### config.mk
export PLATFORM = sky130hd
export DESIGN_NAME = serial_subtractor
export DESIGN_NICKNAME = d
export VERILOG_FILES = /design/src/rtl/serial_sub_pkg.sv /design/src/rtl/fs_cell.sv /design/src/rtl/serial_subtractor.sv
export SDC_FILE = /design/constraint.sdc
export NUM_CORES = 1
export LEC_CHECK = 0
export ABC_AREA = 1
export BUFFER_PORTS_ARGS = -buffer_cell sky130_fd_sc_hd__buf_2
export CORE_MARGIN = 3
export CORE_UTILIZATION = 45
export DETAILED_ROUTE_END_ITERATION = 10
export GPL_TIMING_DRIVEN = 0
export PLACE_DENSITY_LB_ADDON = 0.3
export SLEW_MARGIN = 5
export SYNTH_ARGS = -nofsm -noshare
export SYNTH_HDL_FRONTEND = slang
export SYNTH_HIERARCHICAL = 1
export SYNTH_SLANG_ARGS = --single-unit
### constraint.sdc
create_clock -name clk -period 1.9 [get_ports clk]
set_clock_uncertainty 0.1 [all_clocks]
set_input_delay 0.19 -clock clk [delete_from_list [all_inputs] [get_ports clk]]
set_output_delay 0.19 -clock clk [all_outputs]
set_load 0.05 [all_outputs]
### src/rtl/serial_sub_pkg.sv
`default_nettype none
// ============================================================================
//  Module   : serial_sub_pkg
//  Purpose  : Shared definitions for the bit-serial subtractor. This package
//             holds the FSM state encoding and the default operand width.
//  Revision : 1.0 - initial release
// ============================================================================
package serial_sub_pkg;

  localparam int unsigned C_DEFAULT_WIDTH = 8;

  typedef enum logic [1:0] {
    IDLE  = 2'd0,
    SHIFT = 2'd1,
    DONE  = 2'd2
  } state_t;

endpackage
`default_nettype wire

### src/rtl/fs_cell.sv
`default_nettype none
// ============================================================================
//  Module   : fs_cell
//  Purpose  : Combinational one-bit full subtractor. It handles one bit
//             position of the serial subtraction.
//  Ports    : a    - minuend bit
//             b    - subtrahend bit
//             bin  - borrow in
//             diff - difference bit (a ^ b ^ bin)
//             bout - borrow out
//  Revision : 1.0 - initial release
// ============================================================================
module fs_cell (
  input  logic a,
  input  logic b,
  input  logic bin,
  output logic diff,
  output logic bout
);

  assign diff = a ^ b ^ bin;
  // Borrow when a=0,b=1, or when the bits are equal and a borrow propagates.
  assign bout = (~a & b) | (~(a ^ b) & bin);

endmodule
`default_nettype wire

### src/rtl/serial_subtractor.sv
`default_nettype none
// ============================================================================
//  Module   : serial_subtractor
//  Purpose  : LSB-first bit-serial subtractor. It computes
//             d = a - b - bi (mod 2^WIDTH) in WIDTH SHIFT cycles and reports
//             the final borrow.
//  Ports    : clk   - rising-edge clock
//             rst   - synchronous active-high reset
//             start - request, accepted only in IDLE or DONE
//             a, b  - minuend / subtrahend, latched with an accepted start
//             bi    - borrow in, latched with an accepted start
//             busy  - high during SHIFT
//             done  - one-cycle pulse (DONE state); d/bo/ovf valid
//             d     - difference, held until the next DONE or reset
//             bo    - final borrow out
//             ovf   - signed overflow (only with SERIAL_SUB_OVF_EN)
//  Config   : `define SERIAL_SUB_OVF_EN to add the ovf output and its logic.
//  Revision : 1.0 - initial release
// ============================================================================
module serial_subtractor
  import serial_sub_pkg::*;
#(
  parameter int WIDTH = C_DEFAULT_WIDTH
) (
  input  logic             clk,
  input  logic             rst,
  input  logic             start,
  input  logic [WIDTH-1:0] a,
  input  logic [WIDTH-1:0] b,
  input  logic             bi,
  output logic             busy,
  output logic             done,
  output logic [WIDTH-1:0] d,
  output logic             bo
`ifdef SERIAL_SUB_OVF_EN
  ,
  output logic             ovf
`endif
);

  localparam int CNT_W = $clog2(WIDTH);
  localparam logic [CNT_W-1:0] C_LAST = CNT_W'(WIDTH - 1);

  state_t             r_state;
  state_t             w_next;
  logic               w_accept;
  logic               w_last;

  logic [WIDTH-1:0]   r_a;
  logic [WIDTH-1:0]   r_b;
  logic               r_br;
  // Only WIDTH-1 partial bits are kept. The last difference bit goes straight
  // into d, which leaves d untouched while the operation is still running.
  logic [WIDTH-2:0]   r_res;
  logic [CNT_W-1:0]   r_cnt;
  logic [WIDTH-1:0]   r_d;
  logic               r_bo;

  logic               w_diff;
  logic               w_bout;
  logic [WIDTH-1:0]   w_cat;

  fs_cell u_fs_cell (
    .a    (r_a[0]),
    .b    (r_b[0]),
    .bin  (r_br),
    .diff (w_diff),
    .bout (w_bout)
  );

  // The new difference bit goes in at the MSB, and earlier bits move toward the LSB.
  assign w_cat  = {w_diff, r_res};
  assign w_last = (r_cnt == C_LAST);

  // Next-state logic
  always_comb begin
    w_next   = r_state;
    w_accept = 1'b0;
    case (r_state)
      IDLE: begin
        if (start) begin
          w_next   = SHIFT;
          w_accept = 1'b1;
        end
      end
      SHIFT: begin
        if (w_last) begin
          w_next = DONE;
        end
      end
      DONE: begin
        if (start) begin
          w_next   = SHIFT;
          w_accept = 1'b1;
        end else begin
          w_next = IDLE;
        end
      end
      default: w_next = IDLE;
    endcase
  end

  always_ff @(posedge clk) begin
    if (rst) begin
      r_state <= IDLE;
    end else begin
      r_state <= w_next;
    end
  end

  // Datapath
  always_ff @(posedge clk) begin
    if (rst) begin
      r_a   <= '0;
      r_b   <= '0;
      r_br  <= 1'b0;
      r_res <= '0;
      r_cnt <= '0;
      r_d   <= '0;
      r_bo  <= 1'b0;
    end else if (w_accept) begin
      r_a   <= a;
      r_b   <= b;
      r_br  <= bi;
      r_res <= '0;
      r_cnt <= '0;
    end else if (r_state == SHIFT) begin
      r_a   <= r_a >> 1;
      r_b   <= r_b >> 1;
      r_br  <= w_bout;
      r_res <= w_cat[WIDTH-1:1];
      if (w_last) begin
        r_cnt <= '0;
        r_d   <= w_cat;
        r_bo  <= w_bout;
      end else begin
        r_cnt <= r_cnt + 1'b1;
      end
    end
  end

`ifdef SERIAL_SUB_OVF_EN
  logic r_ovf;

  // On the last SHIFT cycle the operand LSBs are the original MSBs. w_diff
  // is the MSB of the result.
  always_ff @(posedge clk) begin
    if (rst) begin
      r_ovf <= 1'b0;
    end else if (!w_accept && (r_state == SHIFT) && w_last) begin
      r_ovf <= (r_a[0] != r_b[0]) && (w_diff != r_a[0]);
    end
  end

  assign ovf = r_ovf;
`endif

  assign busy = (r_state == SHIFT);
  assign done = (r_state == DONE);
  assign d    = r_d;
  assign bo   = r_bo;

endmodule
`default_nettype wire
==> metrics.md, run 1 <==
| Metric | Value |
|---|---|
| Initial antenna violation count | 0 |
| Synthesis warning total | 6 |
| Max Fclk | about 580 MHz |
| Final setup fails | 0 |
| Clk_lat worst skew | 0.29 ns |
| Starting DRT DRC Count | 55 |
| TritonCTS clock tree | done |
| Final nets | slightly below 300 |
| First-pass GRT wire length | 5850 µm |
| Synthesis-stage register bit count | 38 |
| Power Dens Cells | between 800 and 900 mW/mm² |
| FF-to-FF path depth | 8 |
| Worst-margin pin slew | approximately 0.46 ns |
| Max capacitance violation total | 0 |
| Floorplan row count | 21 |
| Unrepaired setup endpoints after global routing | false |
| Syn Nets | 261 |
| Worst Path Required | around 1.6 ns |
| Final Instance Count excl. Fillers | roughly 320 |
| Peak VDD IR | around 550 µV |
| Setup WS pre-CTS | between 0.4 and 0.5 ns |
| Total Power | approximately 1.6 mW |
| PostCTS Resize Cnt | 0 |
| Critical path arrival | 1.44 ns |
| Routed Antenna Nets | 0 |
| Detailed-route wire length per cell | roughly 11 µm |
| Post-CTS setup buffer count | 0 |
| Die height | approximately 67 µm |
| Post-Route WL | between 3000 and 4000 µm |
| Static Leak | a little over 1 nW |
| Clock transition at path regs | 0.07 ns |
| Final WS setup | 0.172 ns |
| Grt ovf | 0 |
| CTS buffer count | 5 |
| Dominant cell type by area after synthesis | dfxtp_1 |
| Final core utilization | 56.8% |
| Die boundary width | between 60 and 70 µm |
| Placed cell count | around 310 |
| Synth Cell Area | 0.00170 mm² |
| Crit start category | flop |
| Vias in the first global route | between 1000 and 1500 |
| Worst Setup End Kind | output port |
| Sequential share of the synthesized area | about 45% |
| Placer's final routability congestion estimate | ~0.73 |
| I/O pin cnt | 31 |
| Share of cells above drive strength 1 | 20.7% |
| Slew Limit Fails | 0 |
| Post-Synthesis Cells | between 200 and 250 |
| Diode count | 0 |
| Drt pass-1 iters | 4 |
| Vias/cell | 4.71 |
| CTS HTree Levels | 2 |
| CTS root buffer | clkbuf_8 |
| Crit Path Max Fanout | 10 |
| Layout area overhead | 16.9% |
| # fillers | 362 |
| Initial Util | 48.6% |
| Final setup TNS | 0 ns |
| Minimum clock period | between 1.5 and 2 ns |
| Port Buf Inserts | 30 |
| Final period utilization | between 90% and 100% |
| Die area | around 0.0045 mm² |
| DRC Markers | 0 |
| Total Routing Usage GR | 17.1% |
| Relative slew slack | 69.2% |
| Yosys cell types | 20 |
| Max clock buf depth | 2 |
| Status | complete, no violations |
| Hold path depth | 3 |
| Synth area leaders | dfxtp_1 (45%), nand2_1 (13%), inv_1 (7.3%) |
| Crit path kind | flop to output port |
| Dpl hpwl | around 2500 µm |
| Synth top area share | between 40% and 50% |
| Core ar. | 0.00349 mm² |
| Clk sinks | 38 |
| Worst Hold Class | primary input to flop |
| Pin count of the biggest net entering global routing | 12 |
| Via count | approximately 1500 |
| Final hold violations | 0 |
| Average size of a mapped cell | about 7 µm² |
| Cts hold-fix bufs | 0 |
per-layer routing:
| metal | vias up | share of wire (%) | track usage (%) |
|---|---|---|---|
| met4 | 0 | 0.95 | 9.11 |
| met1 | 670 | 44 | 20.5 |
| met3 | 4 | 6.3 | 3.99 |
| li1 | 804 | - | - |
| met2 | 35 | 49 | 28.2 |
| met5 | - | 0 | 0 |
report_power, final:
part / internal, mW / switching (mW)
clock: 0.246 / 0.268
sequential: 0.838 / 0.0202
combinational: 0.0915 / 0.143
path summary, 6_finish.rpt:
| path | startpoint | end | slack (ns) |
|---|---|---|---|
| setup / recovery | r_state[1] | busy | 0.17 |
| hold / removal | b[7] | r_b[7] | 0.03 |
| setup reg to reg | r_cnt[0] | d[1] | 0.44 |
| hold reg to reg | d[3] | d[3] | 0.37 |
per-stage QoR:
step	instance area [µm²]	hold WS (ns)
finish	1980	0.0316
global route	1980	0.0465
CTS	1980	0.0304
detailed placement	1910	0.331
global placement	1910	0.326
floorplan	1700	0.225
registers in the layout, summed over array words and instances, names as in the netlist:
register  cells
bo            1
r_cnt         3
d             8
r_a           8
r_res         7
r_state       2
r_br          1
r_b           8
critical path: stages (launching register included):
cell and delay, ns:
dfxtp_1 0.31, inv_2 0.15, nand2_4 0.08, buf_6 0.15
inv_2 0.06, buf_6 0.14, buf_2 0.27
layout by cell type (no fill, tap or decap), types with 2 or more instances in the layout:
cell type,count
nand2_1,57
dfxtp_1,38
inv_1,33
nor2_1,30
buf_2,30
nand3_1,20
o21ai_0,17
a21oi_1,17
inv_2,5
clkbuf_8,5
buf_6,4
buf_4,3
nand2_4,2
clkbuf_1,2
a21oi_2,2
ha_1,2
clkinv_2,2
final cells by class:
| cell class | count | area [µm²] | area share [%] |
|---|---|---|---|
| Multi-Input combinational cell | 152 | 716 | 36.1 |
| Sequential cell | 38 | 761 | 38.3 |
| Clock buffer | 5 | 68.8 | 3.47 |
| Clock inverter | 2 | 10.0 | 0.504 |
| Buffer | 9 | 75.1 | 3.78 |
| Tap cell | 46 | 57.6 | 2.90 |
| Timing Repair Buffer | 30 | 150 | 7.57 |
| Inverter | 39 | 146 | 7.38 |
synthesized netlist by cell type, drive strengths merged:
cell type   n
nor2       32
buf         7
clkinv      1
ha          2
a21oi      19
dfxtp      38
clkbuf      2
nand3      21
inv        38
nand2      60
fa          1
o21ai      17
logic make-up (layout without fill, tap and decap cells):
logic type / after synthesis / in the layout / share of synthesized area, %
buf+inv: 48 / 85 / 13.0
flops: 38 / 38 / 44.8
simple gates: 113 / 113 / 28.4
compound gates: 36 / 36 / 11.1
fa+ha+maj: 3 / 3 / 2.65
(Power assumes the default switching activity.)
==> run 2: changes to the inputs <==
--- a/config.mk
+++ b/config.mk
@@ -5,7 +5,6 @@
 export SDC_FILE = /design/constraint.sdc
 export NUM_CORES = 1
 export LEC_CHECK = 0
-export ABC_AREA = 1
 export BUFFER_PORTS_ARGS = -buffer_cell sky130_fd_sc_hd__buf_2
 export CORE_MARGIN = 3
 export CORE_UTILIZATION = 45
==> run 2 against run 1 <==
  * Routed wire length decreased by 1.7%
  * First-iteration DRC count increased by 31%
  * Power increased by 1.3%
  * Via count decreased by 9.5%
  * Non-clock buffer count increased by 6
  * Critical endpoint unchanged
  * Global-route usage increased by 0.89 points
  * Critical path type unchanged
  * Worst setup slack improved by 0.026 ns
  * Worst hold slack got worse by 0.010 ns
  * Fmax increased by 1.5%
  * Cell count decreased by 18%
==> metrics.md, run 2 <==
| Metric | Value |
|---|---|
| Status | complete, no violations |
| Pin count of the biggest net entering global routing | 14 |
| Die area | a little over 0.004 mm² |
| Worst Path Required | around 1.6 ns |
| Most frequent cell after synthesis | nand2_1 |
| FF-to-FF Start | r_cnt[0] |
| Initial Util | between 40% and 50% |
| Met2 Use GR | between 20% and 30% |
| Port Buf Inserts | 30 |
| Vias/cell | around 5.2 |
| Hold path depth | 3 |
| Synthesis-stage register bit count | 38 |
| Post-synth EDFFs | 0 |
| Layout area overhead | 20.1% |
| Initial antenna violation count | 0 |
| Clk_lat worst skew | 0.35 ns |
| Final core utilization | 58.2% |
| Synth Cell Area | ~0.0015 mm² |
| Minimum clock period | 1.70 ns |
| Average size of a mapped cell | between 8 and 9 µm² |
| Detailed-route wire length per cell | 12.6 µm |
| Syn Nets | 204 |
| Clk sinks | 38 |
| R2R Setup Slk | 0.32 ns |
| Static Leak | roughly 0.71 nW |
| Grt peak-use layer | met2 |
| Slew Limit Fails | 0 |
| Worst Setup End Kind | output port |
| CTS root buffer | clkbuf_4 |
| Diode count | 0 |
| Synthesis warning total | 6 |
| Final setup TNS | 0 ns |
| HP Start | a[5] |
| Floorplan row count | 20 |
| Final Instance Count excl. Fillers | about 260 |
| Final period utilization | between 80 and 90% |
| Placed cell count | about 260 |
| Peak VDD IR | 458 µV |
| Starting DRT DRC Count | 72 |
| Synth area leaders | dfxtp_1 (50%), nand2_1 (9.9%), a21oi_1 (6.9%) |
| Grt ovf | 0 |
| Grt met1 use | 23.3% |
| Synth top area share | 50.2% |
| Clock transition at path regs | roughly 0.12 ns |
| Main synth FF type | dfxtp_1 |
| Crit path kind | flop to output port |
| Post-Route WL | roughly 3300 µm |
| Drt pass-1 iters | 4 |
| Vias in the first global route | 1276 |
| Crit Path Max Fanout | 17 |
| TritonCTS clock tree | done |
| Die boundary width | between 60 and 70 µm |
| Max clock buf depth | 2 |
| Crit start category | flop |
| FF-to-FF path depth | 5 |
| Total Routing Usage GR | 18.0% |
| Critical R2R Capture | bo |
| Dominant cell type by area after synthesis | dfxtp_1 |
| Post-Synthesis Cells | 181 |
| Most frequent cells in the layout | nand2_1 (40), dfxtp_1 (38), buf_2 (34), a21oi_1 (21), nor3_1 (17) |
| Max capacitance violation total | 0 |
| Slowest CP cell | dfxtp_1 |
| WP buf/inv | 2 |
| CTS buffer count | 5 |
| Final hold violations | 0 |
| First-pass GRT wire length | 5660 µm |
| Sequential share of the synthesized area | between 50 and 60% |
| # fillers | ~320 |
| Final nets | 242 |
| Unrepaired setup endpoints after global routing | false |
| Dpl hpwl | about 2300 µm |
| Worst Hold Class | primary input to flop |
| GR Util met3 | 4.39% |
| CTS HTree Levels | 2 |
| Routed Antenna Nets | 0 |
| Core ar. | 0.00313 mm² |
| CP max stage delay | approximately 0.34 ns |
| CP cell instances | nand2b_2 > inv_2 > clkbuf_4 |
| Post-CTS setup buffer count | 0 |
| Die height | about 64 µm |
| Critical path arrival | approximately 1.4 ns |
| Crit path max-delay family | buffers and inverters |
| Final setup fails | 0 |
| Share of cells above drive strength 1 | a little under a quarter |
| Via count | about 1400 |
| DRC Markers | 0 |
| Relative slew slack | between 60% and 70% |
| Worst min-delay path endpoint | r_a[5] |
| Asr flop ratio synth | 0% |
| I/O pin cnt | 31 |
| Yosys cell types | 26 |
| Placer's final routability congestion estimate | around 0.75 |
| Power Dens Cells | roughly 900 mW/mm² |
| Commonest non-fill, non-tap cell in the layout | nand2_1 |
| Synth cell count leaders | nand2_1 (40), dfxtp_1 (38), a21oi_1 (21) |
| Worst-margin pin slew | between 0.4 and 0.5 ns |
| Max Fclk | 588 MHz |
run 2: cell count changes in the layout (fill, tap and decap cells not counted), sizes merged, moves of 8 or more:
| cell | before | now |
|---|---|---|
| inv | 38 | 4 |
| nor2 | 32 | 8 |
| nand2 | 60 | 40 |
| nor3 | 0 | 17 |
| o21ai | 17 | 0 |
| nand3 | 21 | 11 |
| o22ai | 0 | 8 |
run 2: per-layer routing:
| layer | routed length (µm) | part of all wire [%] | vias to the layer above |
|---|---|---|---|
| li1 | - | - | 702 |
| met3 | 147 | 4.4 | 7 |
| met1 | 1600 | 48 | 631 |
| met5 | 0 | 0 | - |
| met2 | 1500 | 45 | 30 |
| met4 | 76 | 2.3 | 0 |
run 2: worst max path at each step:
stage	startpoint	to	slack [ns]	cells past startpoint
after floorplan	r_cnt[0]	r_state[0]	0.58	5
after global placement	r_cnt[0]	r_state[0]	0.38	5
after detailed placement	r_cnt[0]	d[6]	0.35	5
after CTS	r_state[1]	busy	0.05	4
after global routing	r_state[1]	busy	0.09	3
final	r_state[1]	busy	0.20	3
run 2: area by class of cell:
type | instances | area (µm²) | share of cell area (%)
Clock buffer | 5 | 37.5 | 2.06
Sequential cell | 38 | 761 | 41.8
Tap cell | 44 | 55.1 | 3.02
Clock inverter | 3 | 45.0 | 2.47
Timing Repair Buffer | 32 | 173 | 9.48
Buffer | 13 | 73.8 | 4.05
Inverter | 4 | 15.0 | 0.824
Multi-Input combinational cell | 125 | 662 | 36.3
run 2: cells by family after synthesis:
family / Yosys count / share of synthesized area, %
compound gates: 37 / 15.1
fa+ha+maj: 3 / 2.97
buf+inv: 18 / 6.19
flops: 38 / 50.2
mux: 1 / 0.660
simple gates: 84 / 24.9
run 2: through the flow:
step / worst slack (ns) / area (µm²) / total power, mW / hold slack [ns]
floorplan: 0.580 / 1520 / 1.02 / 0.226
global placement: 0.375 / 1720 / 1.07 / 0.341
detailed placement: 0.350 / 1720 / 1.08 / 0.344
CTS: 0.0476 / 1820 / 1.64 / 0.00545
global route: 0.0890 / 1820 / 1.70 / 0.00991
finish: 0.198 / 1820 / 1.63 / 0.0212
run 2: tightest hold or removal path: stages:
cell and delay, ns:
buf_2 0.10, nor2_1 0.09, a311oi_1 0.05
run 2: timing repair:
item,in CTS,in global routing
endpoints found under the hold margin,2,0
hold buffers,2,0
setup endpoints to repair,0,1
gates resized for setup,0,1
run 2: power by group:
part / internal [mW] / leakage (nW) / switching (mW)
clock network: 0.276 / 0.0374 / 0.289
registers: 0.835 / 0.310 / 0.0220
logic: 0.0852 / 0.367 / 0.121
